### config.mk
export PLATFORM = sky130hd
export DESIGN_NAME = run_controller
export DESIGN_NICKNAME = d
export VERILOG_FILES = /design/src/rtl/run_controller_pkg.sv /design/src/rtl/run_controller_key_debounce.sv /design/src/rtl/run_controller.sv
export SDC_FILE = /design/constraint.sdc
export NUM_CORES = 1
export LEC_CHECK = 0
export ABC_AREA = 1
export CAP_MARGIN = 10
export CELL_PAD_IN_SITES_DETAIL_PLACEMENT = 1
export CELL_PAD_IN_SITES_GLOBAL_PLACEMENT = 2
export CORE_ASPECT_RATIO = 0.8
export CORE_UTILIZATION = 28
export CTS_BUF_LIST = sky130_fd_sc_hd__clkbuf_8 sky130_fd_sc_hd__clkbuf_16
export DETAILED_ROUTE_END_ITERATION = 8
export GPL_ROUTABILITY_DRIVEN = 1
export GPL_TIMING_DRIVEN = 0
export MAX_ROUTING_LAYER = met4
export PLACE_DENSITY = 0.94
export SKIP_CTS_REPAIR_TIMING = 1
export SYNTH_ARGS = -nofsm -noshare
export SYNTH_HDL_FRONTEND = slang
export SYNTH_SLANG_ARGS = --single-unit
export TNS_END_PERCENT = 50
### constraint.sdc
create_clock -name CLK -period 4.22 [get_ports CLK]
set_input_delay 0.633 -clock CLK [delete_from_list [all_inputs] [get_ports CLK]]
set_output_delay 0.633 -clock CLK [all_outputs]
set_load 0.05 [all_outputs]
### src/rtl/run_controller_pkg.sv
// Shared types for the run/step/breakpoint controller: FSM state encoding
// and the commit-counter width.
package run_controller_pkg;

  typedef enum logic [1:0] {
    ST_IDLE = 2'd0,
    ST_STEP = 2'd1,
    ST_RUN  = 2'd2,
    ST_BRK  = 2'd3
  } state_e;

  localparam int CYC_W = 32;

endpackage

### src/rtl/run_controller_key_debounce.sv
// One board button: 2-flop synchronizer, run-length debouncer and a one-cycle
// press pulse on each debounced 1->0 transition.
module key_debounce #(
  parameter int DB_CYCLES = 16
) (
  input  logic clk,
  input  logic rst_n,
  input  logic key_n,
  output logic press_p
);

  localparam int CW = $clog2(DB_CYCLES + 1);
  localparam logic [CW-1:0] DB_MAX = CW'(DB_CYCLES);

  logic          sync1_q, sync1_d;
  logic          sync2_q, sync2_d;
  logic          last_q, last_d;
  logic [CW-1:0] cnt_q, cnt_d;
  logic          level_q, level_d;
  logic          arm_q, arm_d;
  logic          press_q, press_d;

  always_comb begin
    sync1_d = key_n;
    sync2_d = sync1_q;
    last_d  = last_q;
    cnt_d   = cnt_q;
    level_d = level_q;
    arm_d   = arm_q;
    // cnt tracks how many consecutive samples have equalled last_q
    if (sync2_q != last_q) begin
      last_d = sync2_q;
      cnt_d  = CW'(1);
    end else if (cnt_q != DB_MAX) begin
      cnt_d = cnt_q + CW'(1);
    end
    if (cnt_d == DB_MAX) begin
      level_d = last_d;
      // a key held through reset only counts once it has been seen released
      if (last_d) arm_d = 1'b1;
    end
    press_d = level_q & ~level_d & arm_q;
  end

  always_ff @(posedge clk or negedge rst_n) begin
    if (!rst_n) begin
      sync1_q <= 1'b1;
      sync2_q <= 1'b1;
      last_q  <= 1'b1;
      cnt_q   <= '0;
      level_q <= 1'b1;
      arm_q   <= 1'b0;
      press_q <= 1'b0;
    end else begin
      sync1_q <= sync1_d;
      sync2_q <= sync2_d;
      last_q  <= last_d;
      cnt_q   <= cnt_d;
      level_q <= level_d;
      arm_q   <= arm_d;
      press_q <= press_d;
    end
  end

  assign press_p = press_q;

endmodule

### src/rtl/run_controller.sv
// Run/step/breakpoint controller for a board-level CPU: gates datapath
// commits from debounced buttons, a PC breakpoint and halt instructions.
module run_controller
  import run_controller_pkg::*;
#(
  parameter int DB_CYCLES = 16,
  parameter int PC_W      = 32
) (
  input  logic             CLK,
  input  logic             RST,
  input  logic [1:0]       KEY,
  input  logic [PC_W-1:0]  PC,
  input  logic             BP_EN,
  input  logic [PC_W-1:0]  BP_ADDR,
  input  logic             HALT_REQ,
  output logic             CPU_EN,
  output logic [1:0]       STATE,
  output logic             BP_HIT,
  output logic [CYC_W-1:0] CYC_CNT
);

  logic stp_p, run_p;

  key_debounce #(.DB_CYCLES(DB_CYCLES)) u_key_step (
    .clk     (CLK),
    .rst_n   (RST),
    .key_n   (KEY[0]),
    .press_p (stp_p)
  );

  key_debounce #(.DB_CYCLES(DB_CYCLES)) u_key_run (
    .clk     (CLK),
    .rst_n   (RST),
    .key_n   (KEY[1]),
    .press_p (run_p)
  );

  state_e            state_q, state_d;
  logic              skip_q, skip_d;
  logic              bp_hit_q, bp_hit_d;
  logic [CYC_W-1:0]  cyc_cnt_q, cyc_cnt_d;
  logic              bp_match;
  logic              cpu_en;

  // skip lets the instruction at the breakpoint commit once after a resume
  assign bp_match = BP_EN && (PC == BP_ADDR) && !skip_q;

  always_comb begin
    state_d = state_q;
    skip_d  = skip_q;
    cpu_en  = 1'b0;
    unique case (state_q)
      ST_IDLE: begin
        if (run_p)      state_d = ST_RUN;
        else if (stp_p) state_d = ST_STEP;
      end
      ST_STEP: begin
        cpu_en  = !HALT_REQ;
        state_d = HALT_REQ ? ST_BRK : ST_IDLE;
      end
      ST_RUN: begin
        cpu_en = !HALT_REQ && !bp_match;
        skip_d = 1'b0;
        if (HALT_REQ || bp_match) state_d = ST_BRK;
        else if (run_p)           state_d = ST_IDLE;
      end
      ST_BRK: begin
        if (run_p) begin
          state_d = ST_RUN;
          skip_d  = 1'b1;
        end else if (stp_p) begin
          state_d = ST_STEP;
        end
      end
      default: state_d = ST_IDLE;
    endcase
    bp_hit_d  = (state_d == ST_BRK);
    cyc_cnt_d = cyc_cnt_q;
    if (cpu_en) cyc_cnt_d = cyc_cnt_q + 32'd1;
  end

  always_ff @(posedge CLK or negedge RST) begin
    if (!RST) begin
      state_q   <= ST_IDLE;
      skip_q    <= 1'b0;
      bp_hit_q  <= 1'b0;
      cyc_cnt_q <= '0;
    end else begin
      state_q   <= state_d;
      skip_q    <= skip_d;
      bp_hit_q  <= bp_hit_d;
      cyc_cnt_q <= cyc_cnt_d;
    end
  end

  assign CPU_EN  = cpu_en;
  assign STATE   = state_q;
  assign BP_HIT  = bp_hit_q;
  assign CYC_CNT = cyc_cnt_q;

endmodule

Word level (Yosys, flattened, before mapping):

Index checks and enable logic that the tools add are counted.

* add/subtract/negate cells: 3
* equality and inequality tests: 12
* multiplexer cells: 17
* bitwise logic cells: 6
* reductions and logical operators: 13

Operators with widths (count)
* $add 32x1->32 const B: 1
* $eq 32x32->1: 1
* $mux 5: 4
* $add 5x1->5 const B: 2
* $eq 5x5->1 const B: 2
* $mux 2: 5
* $ne 5x5->1 const B: 2
* $eq 2x2->1 const B: 3
* $pmux 2 s3: 1
* $reduce_and 2->1: 3
* $mux 1: 5
* $and 1x1->1: 4
* $pmux 1 s2: 2
* $logic_and 1x1->1: 3
* $logic_not 1->1: 3
* $eq 2x1->1 const B: 1
* $logic_not 2->1: 1
* $ne 1x1->1: 2
* $ne 2x1->1 const B: 1
* $not 1->1: 2
* $reduce_bool 2->1: 1
* $reduce_or 2->1: 1
* $logic_or 1x1->1: 1

* flip-flop bits (word level): 58
* output and inout bits: 36
* word-level logic and storage cells: 69

Depth between registers and ports, before layout:

Gate-level depths: netlist (run 1).

* depth in word-level cells: 8
* mapped depth: 17
* mapped depth without buffers: 16

Modules after synthesis:

A second synthesis (run 1) with hierarchy kept.

* cell total of the unflattened synthesis: 523
* area, all modules: 3808.7 µm²

By module, submodules not included
* run_controller: times used 1, cells an instance 401, area an instance 2692.6 µm², seq. area each 900.9 µm²
* key_debounce (u_key_step): times used 1, cells an instance 60, area an instance 561.8 µm², seq. area each 280.3 µm²
* key_debounce (u_key_run): times used 1, cells an instance 62, area an instance 554.3 µm², seq. area each 280.3 µm²

Worst setup path before layout (run 1):

OpenSTA, ideal clock, no wires.

* path type: reg-to-output
* from: register state_q[0], in the netlist STATE[0]
* to: output port CPU_EN
* arrival time: 1827 ps
* required time: 3587 ps
* setup slack: 1760 ps
* cell stages (with the launch flop): 8
* cell sequence: dfrtp_1 > inv_1 > ha_1 > nor2_1 > nand2_1 > buf_4 > inv_2 > buf_2

* cells in the longest elaborated chain, start to end: 2
* elaborated cells on any way between the ends: 3
* classes of those cells: eq/ne: 2; mux: 1

RTL lines
* start: declaration: line run_controller.sv:38 `state_e state_q, state_d;`
* start signal: assignment: line run_controller.sv:89 `state_q <= state_d;`
* $eq 2x2->1 / $eq 2x1->1 (equally long branches): line run_controller.sv:52 `unique case (state_q)`
* $pmux 1 s2 (*): line run_controller.sv:52
* end: declaration: line run_controller.sv:16 `output logic CPU_EN,`

Mark *: on every way between the ends. The rest lies on a longest branch, timed or not.

Worst setup path in the final report (run 1):

* from: input port BP_ADDR[23]
* to: output port CPU_EN

* cells in the longest elaborated chain, start to end: 6

RTL lines
* start: declaration: line run_controller.sv:14 `input logic [PC_W-1:0] BP_ADDR,`
* $eq 32x32->1: line run_controller.sv:46 `assign bp_match = BP_EN && (PC == BP_ADDR) && !skip_q;`
* $logic_and 1x1->1 (2 in a row): line run_controller.sv:46
* $logic_not 1->1: line run_controller.sv:62 `cpu_en = !HALT_REQ && !bp_match;`
* $logic_and 1x1->1: line run_controller.sv:62
* $pmux 1 s2: line run_controller.sv:52

Every way passes these cells.

==> results of run 1 <==
[worst min path at each step]
stage | to | from | cells after the start
4_1_cts | CYC_CNT[24] | RST | 1
5_1_grt | CYC_CNT[24] | RST | 1
3_5_place_dp | u_key_step.sync2_q | u_key_step.sync1_q | 0
2_1_floorplan | BP_HIT | RST | 0
3_3_place_gp | u_key_step.sync2_q | u_key_step.sync1_q | 0
6_report | CYC_CNT[24] | RST | 1
[cells in the mapped netlist (all sizes together)]
cell type  instances  area (sq um)
o21ai             13          65.1
nor3              12          76.3
nand4              9          56.3
or2                3          18.8
a31o               1          8.76
ha                13           163
inv               91           342
nand3b             3          35.0
o22ai              1          6.26
xnor2             11          96.3
nand3             26           143
or4                1          7.51
dfstp              8           210
nand2            150           566
nor2              63           259
dfrtp             50          1250
buf                4          25.0
a21oi              1          5.00
nor4               4          25.0
xor2              33           289
o211ai             1          7.51
[sequential cells by signal, indices dropped and copies added (netlist names)]
register            count
u_key_run.press_p       1
BP_HIT                  1
u_key_step.last_q       1
u_key_run.level_q       1
u_key_step.level_q      1
u_key_run.arm_q         1
STATE                   2
u_key_run.sync1_q       1
u_key_step.sync1_q      1
u_key_run.last_q        1
u_key_step.arm_q        1
u_key_run.sync2_q       1
CYC_CNT                32
skip_q                  1
u_key_run.cnt_q         5
u_key_step.sync2_q      1
u_key_step.cnt_q        5
u_key_step.press_p      1
[metrics by stage]
stage | std cells | hold WS [ps] | instance area (sq um) | setup WS [ps]
floorplan | 498 | 337 | 3650 | 1760
global placement | 774 | 347 | 4920 | 338
detailed placement | 775 | 347 | 4930 | 268
CTS | 791 | 306 | 5290 | 266
global route | 791 | 337 | 5290 | 113
finish | 791 | 291 | 5290 | 316
[worst max-delay path: stages]
cell and delay [ps]:
sky130_fd_sc_hd__clkdlybuf4s50_1 490, sky130_fd_sc_hd__inv_1 40, sky130_fd_sc_hd__nand2_1 60, sky130_fd_sc_hd__nand2_1 50
sky130_fd_sc_hd__inv_1 50, sky130_fd_sc_hd__nand2_1 40, sky130_fd_sc_hd__nor2_1 110, sky130_fd_sc_hd__nand2_1 60
sky130_fd_sc_hd__nor2_1 130, sky130_fd_sc_hd__nand3_1 140, sky130_fd_sc_hd__nand2_1 80, sky130_fd_sc_hd__nand2_1 50
sky130_fd_sc_hd__nand2_1 80, sky130_fd_sc_hd__buf_4 220, sky130_fd_sc_hd__inv_2 80, sky130_fd_sc_hd__buf_2 210
sky130_fd_sc_hd__clkdlybuf4s50_1 730
[routing by layer]
layer	share of wire, %	GRT usage, %
met3	6.3	4.27
met4	0.69	4.15
met2	47	29.2
met5	0	-
met1	46	21.6
[cell type report]
type	count	area [sq um]
buffer	4	25.0
clock buffer	11	253
clock inverter	5	101
fill	1528	7140
inverter	91	342
multi-input combinational	345	1830
sequential	58	1460
tap	171	214
timing repair buffer	106	1070
[cells by family (layout without fill, tap and decap cells)]
| kind of cell | Yosys count | count (layout) | synth area share (%) |
|---|---|---|---|
| buf+inv | 95 | 217 | 10.0 |
| xor+xnor | 44 | 44 | 10.5 |
| simple gates | 271 | 271 | 32.5 |
| fa+ha+maj | 13 | 13 | 4.45 |
| compound gates | 17 | 17 | 2.53 |
| flops | 58 | 58 | 40.0 |
[power groups by stage]
stage | logic, mW | registers, mW | clock network, mW
after floorplan | 0.351 | 0.946 | 0
after global placement | 0.829 | 0.768 | 0
after detailed placement | 0.865 | 0.777 | 0
after CTS | 0.873 | 0.770 | 0.875
after global routing | 0.941 | 0.786 | 0.898
final | 0.862 | 0.769 | 0.863
==> impl_summary.md, run 1 <==
Outcome
The run finished with clean final reports.

Setup path
Counting cells, the worst reg-to-reg path comes to 9. Following the worst setup path forward leads to its endpoint at CPU_EN. The data required time at the worst endpoint is 3590 ps. The endpoint of the lowest-slack register-to-register path is CYC_CNT[19].

The critical path starts at BP_ADDR[23]. The critical path class is in2out. STA classifies the critical path endpoint as a primary output. Along the worst path, the maximum fanout reaches 10. The arrival time reported for the critical path endpoint is 3270 ps.

In this run the register-to-register setup slack is 2170 ps. The startpoint identified for the worst register-to-register timing path is CYC_CNT[2]. The critical path launch point type is a primary input.

Power and ir drop
The worst-case IR drop observed on VDD is 0.397 mV. The fraction of power spent switching nets is 36.8%. The internal power summed over all cells is 1.58 mW. The total power after layout is 2.49 mW. The power density normalized to cell area is 472 mW/mm^2. The clock network is responsible for 34.6% of the overall power. Summed over all nets, the switching power comes to 0.918 mW. The leakage dissipation is 2.59 nW. Sequential cells account for 30.8% of the total power. Of the total power, combinational logic draws 34.6%.

Final layout
The core occupancy in the finished layout is 42.5%. The area growth from synthesis to layout is 44.7%. Cells with a size suffix above 1 make up 7.10% of the layout.

The library cell used most frequently in the layout, excluding fill and tap cells, is sky130_fd_sc_hd__nand2_1. The post-layout net count is 698. In the layout the commonest cells are sky130_fd_sc_hd__nand2_1, sky130_fd_sc_hd__clkdlybuf4s50_1, sky130_fd_sc_hd__inv_1. 0 antenna diodes ended up in the layout.

Detailed routing
The post-detailed-route wirelength per cell is 14.2 microns. The final route contains 3578 vias. The count of routing violations after the opening detailed-route iteration is 106. Dividing the detail-routed via count by the number of cells gives 4.52. The number of remaining DRC errors is 0. The total detailed-routing wirelength is 11300 microns. The final antenna-violating net count is 0. The first detailed-routing pass ran for 4 iterations.

Logic synthesis
Synthesis produced a netlist whose cell count is 498. The number of nets handed over by synthesis was 581. Each instance of the synthesized netlist takes up on average 7.34 sq um. Counting distinct cell types in the post-synthesis netlist gives 30. Yosys printed 0 warnings. The netlist area before placement is 0.00365 sq mm.

Of the synthesized area, sequential elements account for 40.0%. The number of register bits inferred by synthesis is 58.

STA
The fraction of the cycle the final worst path needs is 92.5%. At the pin with the least slew margin, the transition time is 547 ps. Setup repair after global routing left no endpoint under its margin. The worst slew slack as a fraction of its limit is 63.5%.

The final setup violation count is 0. The number of pins exceeding their max-slew limit in the final report was 0. The clock arrives with 5.98 ps of skew. The final-report hold violation count is 0.

Summed over all failing endpoints, the final setup total negative slack is 0 ps. The smallest clock period supported by the final layout is computed as 3900 ps. Timing would allow up to 256 MHz.

Floorplanning
The initial utilization of the core area, before any placement, comes to 29.4%. The die height is 104 microns. The total die area is 0.0135 sq mm. The area inside the core boundary is 0.0124 sq mm. The cell row count is 36.

For this design the top-level I/O count stands at 106. The die is 130 microns wide.

Clock tree
Clock latency on the worst-skew pair, taken at its later pin, is 320 ps. The clock passes through at most 2 buffers. The clock slew seen by the registers of the worst setup and hold paths is 50 ps. The clock sink total is 58. The depth of the CTS H-tree is 3. The CTS tree is built.

CTS placed an instance of sky130_fd_sc_hd__clkbuf_16 at the clock tree root. The number of buffers created by CTS is 9.

Global routing
For this run the aggregate overflow at the end of global routing stands at 0. The overall track demand over capacity in global routing is 17.7%. The first global-routing pass estimated 18200 microns of wire. The pin count of the biggest net entering global routing is 38. The number of global-route vias before repair is 3721. The initial antenna violation count was 0.

Run
The max-capacitance violation count is 0.

Placed design
The count of buffers from port buffering is 105. Routability-driven placement finished with a final weighted congestion of 0.790. After legalization and detailed placement, the total HPWL measured 8930 microns.

Hold path
The path type of the worst min-delay path is in2async.
Power figures use the tool's default switching activity.
==> run 2: changes to the inputs <==
- CTS_BUF_LIST: sky130_fd_sc_hd__clkbuf_8 sky130_fd_sc_hd__clkbuf_16 -> default
- CTS_CLUSTER_SIZE: default -> 28
==> run 2 against run 1 <==
Total power hardly changed; global-route usage stayed put; largest power group unchanged; sequential share of layout area stayed put; largest cell class unchanged; cell count stayed put; combinational power hardly changed; critical path depth stayed put; flip-flop and latch count stayed put.
==> impl_summary.md, run 2 (synthesis results as in run 1) <==
Outcome
The flow ran to the end, and the final reports show no timing, DRC or antenna violations.

Power and ir drop
The part of the total power dissipated in sequential elements is 30.8% (about the same). The leakage dissipation is 2.58 nW (-0.16%). The fraction of power spent switching nets was 36.8% (-0.045 points).

The internal power summed over all cells came to 1.58 mW (+0.16%). The switching power of the nets is 0.918 mW (about the same). The relative contribution of combinational cells to total power is 34.6% (about the same). The maximum VDD drop was 0.397 mV (unchanged). The power density normalized to cell area is 472 mW/mm^2 (about the same). The relative contribution of the clock network to total power is 34.6% (about the same).

Detailed routing
The post-detailed-route wirelength per cell is 14.2 microns (about the same). The number of iterations in the first detailed-routing pass was 4 (unchanged). The final antenna-violating net count was 0 (unchanged). The total detailed-routing wirelength is 11300 microns (about the same). The count of routing violations after the opening detailed-route iteration is 106 (unchanged). The number of remaining DRC errors is 0 (unchanged). The via count of the routed design was 3577 (-0.028%). The number of vias per cell after detailed routing is 4.52 (about the same).

Final layout
The post-layout net count came to 698 (unchanged). The non-filler instance count after layout came to 791 (unchanged). The number of flip-flops under the largest register name is 32 (unchanged). The ratio of cells with drive above 1 in the final layout is 7.10% (unchanged). The fill cell instance count of the final layout is 1528 (unchanged). The growth of design area from synthesis to finish came to 44.7% (unchanged). Leaving out fill and tap cells, the most frequent cells in the layout are sky130_fd_sc_hd__nand2_1, sky130_fd_sc_hd__clkdlybuf4s50_1, sky130_fd_sc_hd__inv_1. The library cell used most frequently in the layout, excluding fill and tap cells, is sky130_fd_sc_hd__nand2_1.

The area of all placed cells without fillers is 0.00529 sq mm (unchanged). The total inserted antenna cells is 0 (unchanged).

Placed design
The number of instances in the placed design is 775 (unchanged). The count of buffers from port buffering came to 105 (unchanged). The final RePlAce weighted congestion came to 0.790 (unchanged). The placed instance area is 0.00493 sq mm (unchanged). The detailed placement HPWL is 8930 microns (unchanged).

Floorplanning
The horizontal extent of the die is 130 microns (unchanged). The area inside the core boundary came to 0.0124 sq mm (unchanged). The starting density of the core is 29.4% (unchanged). The die height is 104 microns (unchanged). The total die area came to 0.0135 sq mm (unchanged). The cell row count is 36 (unchanged). The number of top-level design ports is 106 (unchanged).

Clock tree
The cell sitting at the root of the clock tree is a sky130_fd_sc_hd__clkbuf_16. The number of buffers created by CTS is 9 (unchanged). The depth of the CTS H-tree came to 3 (unchanged). The number of buffers on the longest clock path is 2 (unchanged).

The insertion delay to the later sink of the worst-skew pair is 320 ps (about the same). The clock sink total is 58 (unchanged). The clock slew seen by the registers of the worst setup and hold paths is 50 ps (about the same).

The CTS tree is built.

Setup path
The category of the worst setup path capture point is a primary output. The arrival time reported for the critical path endpoint was 3270 ps (about the same). The largest driver fanout on the critical path is 10 (unchanged).

The worst setup path is launched from a primary input. The data required time at the worst endpoint is 3590 ps (about the same). The critical path is of the in2out type.

Global routing
The first-pass GRT wire length is 18200 microns (unchanged). The aggregate global routing overflow is 0 (unchanged). The pin count of the biggest net entering global routing was 38 (unchanged). The number of global-route vias before repair was 3721 (unchanged).

The overall track demand over capacity in global routing came to 17.7% (unchanged). The initial antenna violation count is 0 (unchanged).

Hold path
The path type of the worst min-delay path is in2async.

STA
The fraction of the cycle the final worst path needs is 92.5% (about the same). The transition at the pin with the smallest max-transition slack is 547 ps (unchanged). The final clock skew is 5.95 ps (-0.0366 ps).

The final-report hold violation count is 0 (unchanged). The number of pins exceeding their max-slew limit in the final report is 0 (unchanged). The minimum clock period is 3900 ps (-0.350 ps). Setup repair after global routing left no endpoint under its margin. The worst slew slack as a fraction of its limit was 63.5% (unchanged).

The top achievable clock speed came to 256 MHz (about the same). The final-layout setup total negative slack came to 0 ps (unchanged). The final setup violation count was 0 (unchanged).

Run
The max-capacitance violation count is 0 (unchanged).
-- run 2: cell type report --
type                       instances  area [sq um]  share of cell area (%)
tap                              171           214                    4.05
timing repair buffer             106          1070                    20.2
buffer                             4          25.0                   0.473
inverter                          91           342                    6.46
clock buffer                      12           256                    4.85
clock inverter                     4          97.6                    1.85
multi-input combinational        345          1830                    34.5
sequential                        58          1460                    27.6
-- run 2: layer usage --
| metal | GRT usage [%] | vias to the layer above | part of all wire, % |
|---|---|---|---|
| met4 | 4.15 | 0 | 0.69 |
| met2 | 29.2 | 99 | 47 |
| met1 | 21.6 | 1722 | 46 |
| li1 | - | 1749 | - |
| met5 | - | - | 0 |
| met3 | 4.27 | 7 | 6.3 |
-- run 2: worst max-delay path: stages --
cell and delay [ps]:
sky130_fd_sc_hd__clkdlybuf4s50_1 490, sky130_fd_sc_hd__inv_1 40, sky130_fd_sc_hd__nand2_1 60, sky130_fd_sc_hd__nand2_1 50, sky130_fd_sc_hd__inv_1 50, sky130_fd_sc_hd__nand2_1 40, sky130_fd_sc_hd__nor2_1 110, sky130_fd_sc_hd__nand2_1 60
sky130_fd_sc_hd__nor2_1 130, sky130_fd_sc_hd__nand3_1 140, sky130_fd_sc_hd__nand2_1 80, sky130_fd_sc_hd__nand2_1 50, sky130_fd_sc_hd__nand2_1 80, sky130_fd_sc_hd__buf_4 220, sky130_fd_sc_hd__inv_2 80, sky130_fd_sc_hd__buf_2 210
sky130_fd_sc_hd__clkdlybuf4s50_1 730
-- run 2: through the flow --
stage	utilization [%]	total power [mW]	setup WS (ps)	hold slack, ps
after floorplan	-	1.30	1760	337
after global placement	39.6	1.60	338	347
after detailed placement	39.7	1.64	268	347
after CTS	42.5	2.52	266	306
after global routing	42.5	2.63	113	337
final	42.5	2.50	316	291
-- run 2: path summary, 6_finish.rpt --
check / start / cells past startpoint / end / slack [ps]
worst max-delay path: BP_ADDR[23] / 17 / CPU_EN / 320
worst min-delay path: RST / 1 / CYC_CNT[24] / 290
worst max register to register: CYC_CNT[2] / 9 / CYC_CNT[19] / 2170
worst min register to register: u_key_step.sync1_q / 0 / u_key_step.sync2_q / 350
max in group asynchronous: RST / 2 / u_key_step.last_q / 3270
min in group CLK: u_key_step.sync1_q / 0 / u_key_step.sync2_q / 350
-- run 2: power groups by stage --
stage / Combinational (mW) / Clock [mW] / Sequential [mW]
floorplan: 0.351 / 0 / 0.946
global placement: 0.829 / 0 / 0.768
detailed placement: 0.865 / 0 / 0.777
CTS: 0.873 / 0.878 / 0.770
global route: 0.941 / 0.900 / 0.786
finish: 0.862 / 0.865 / 0.769
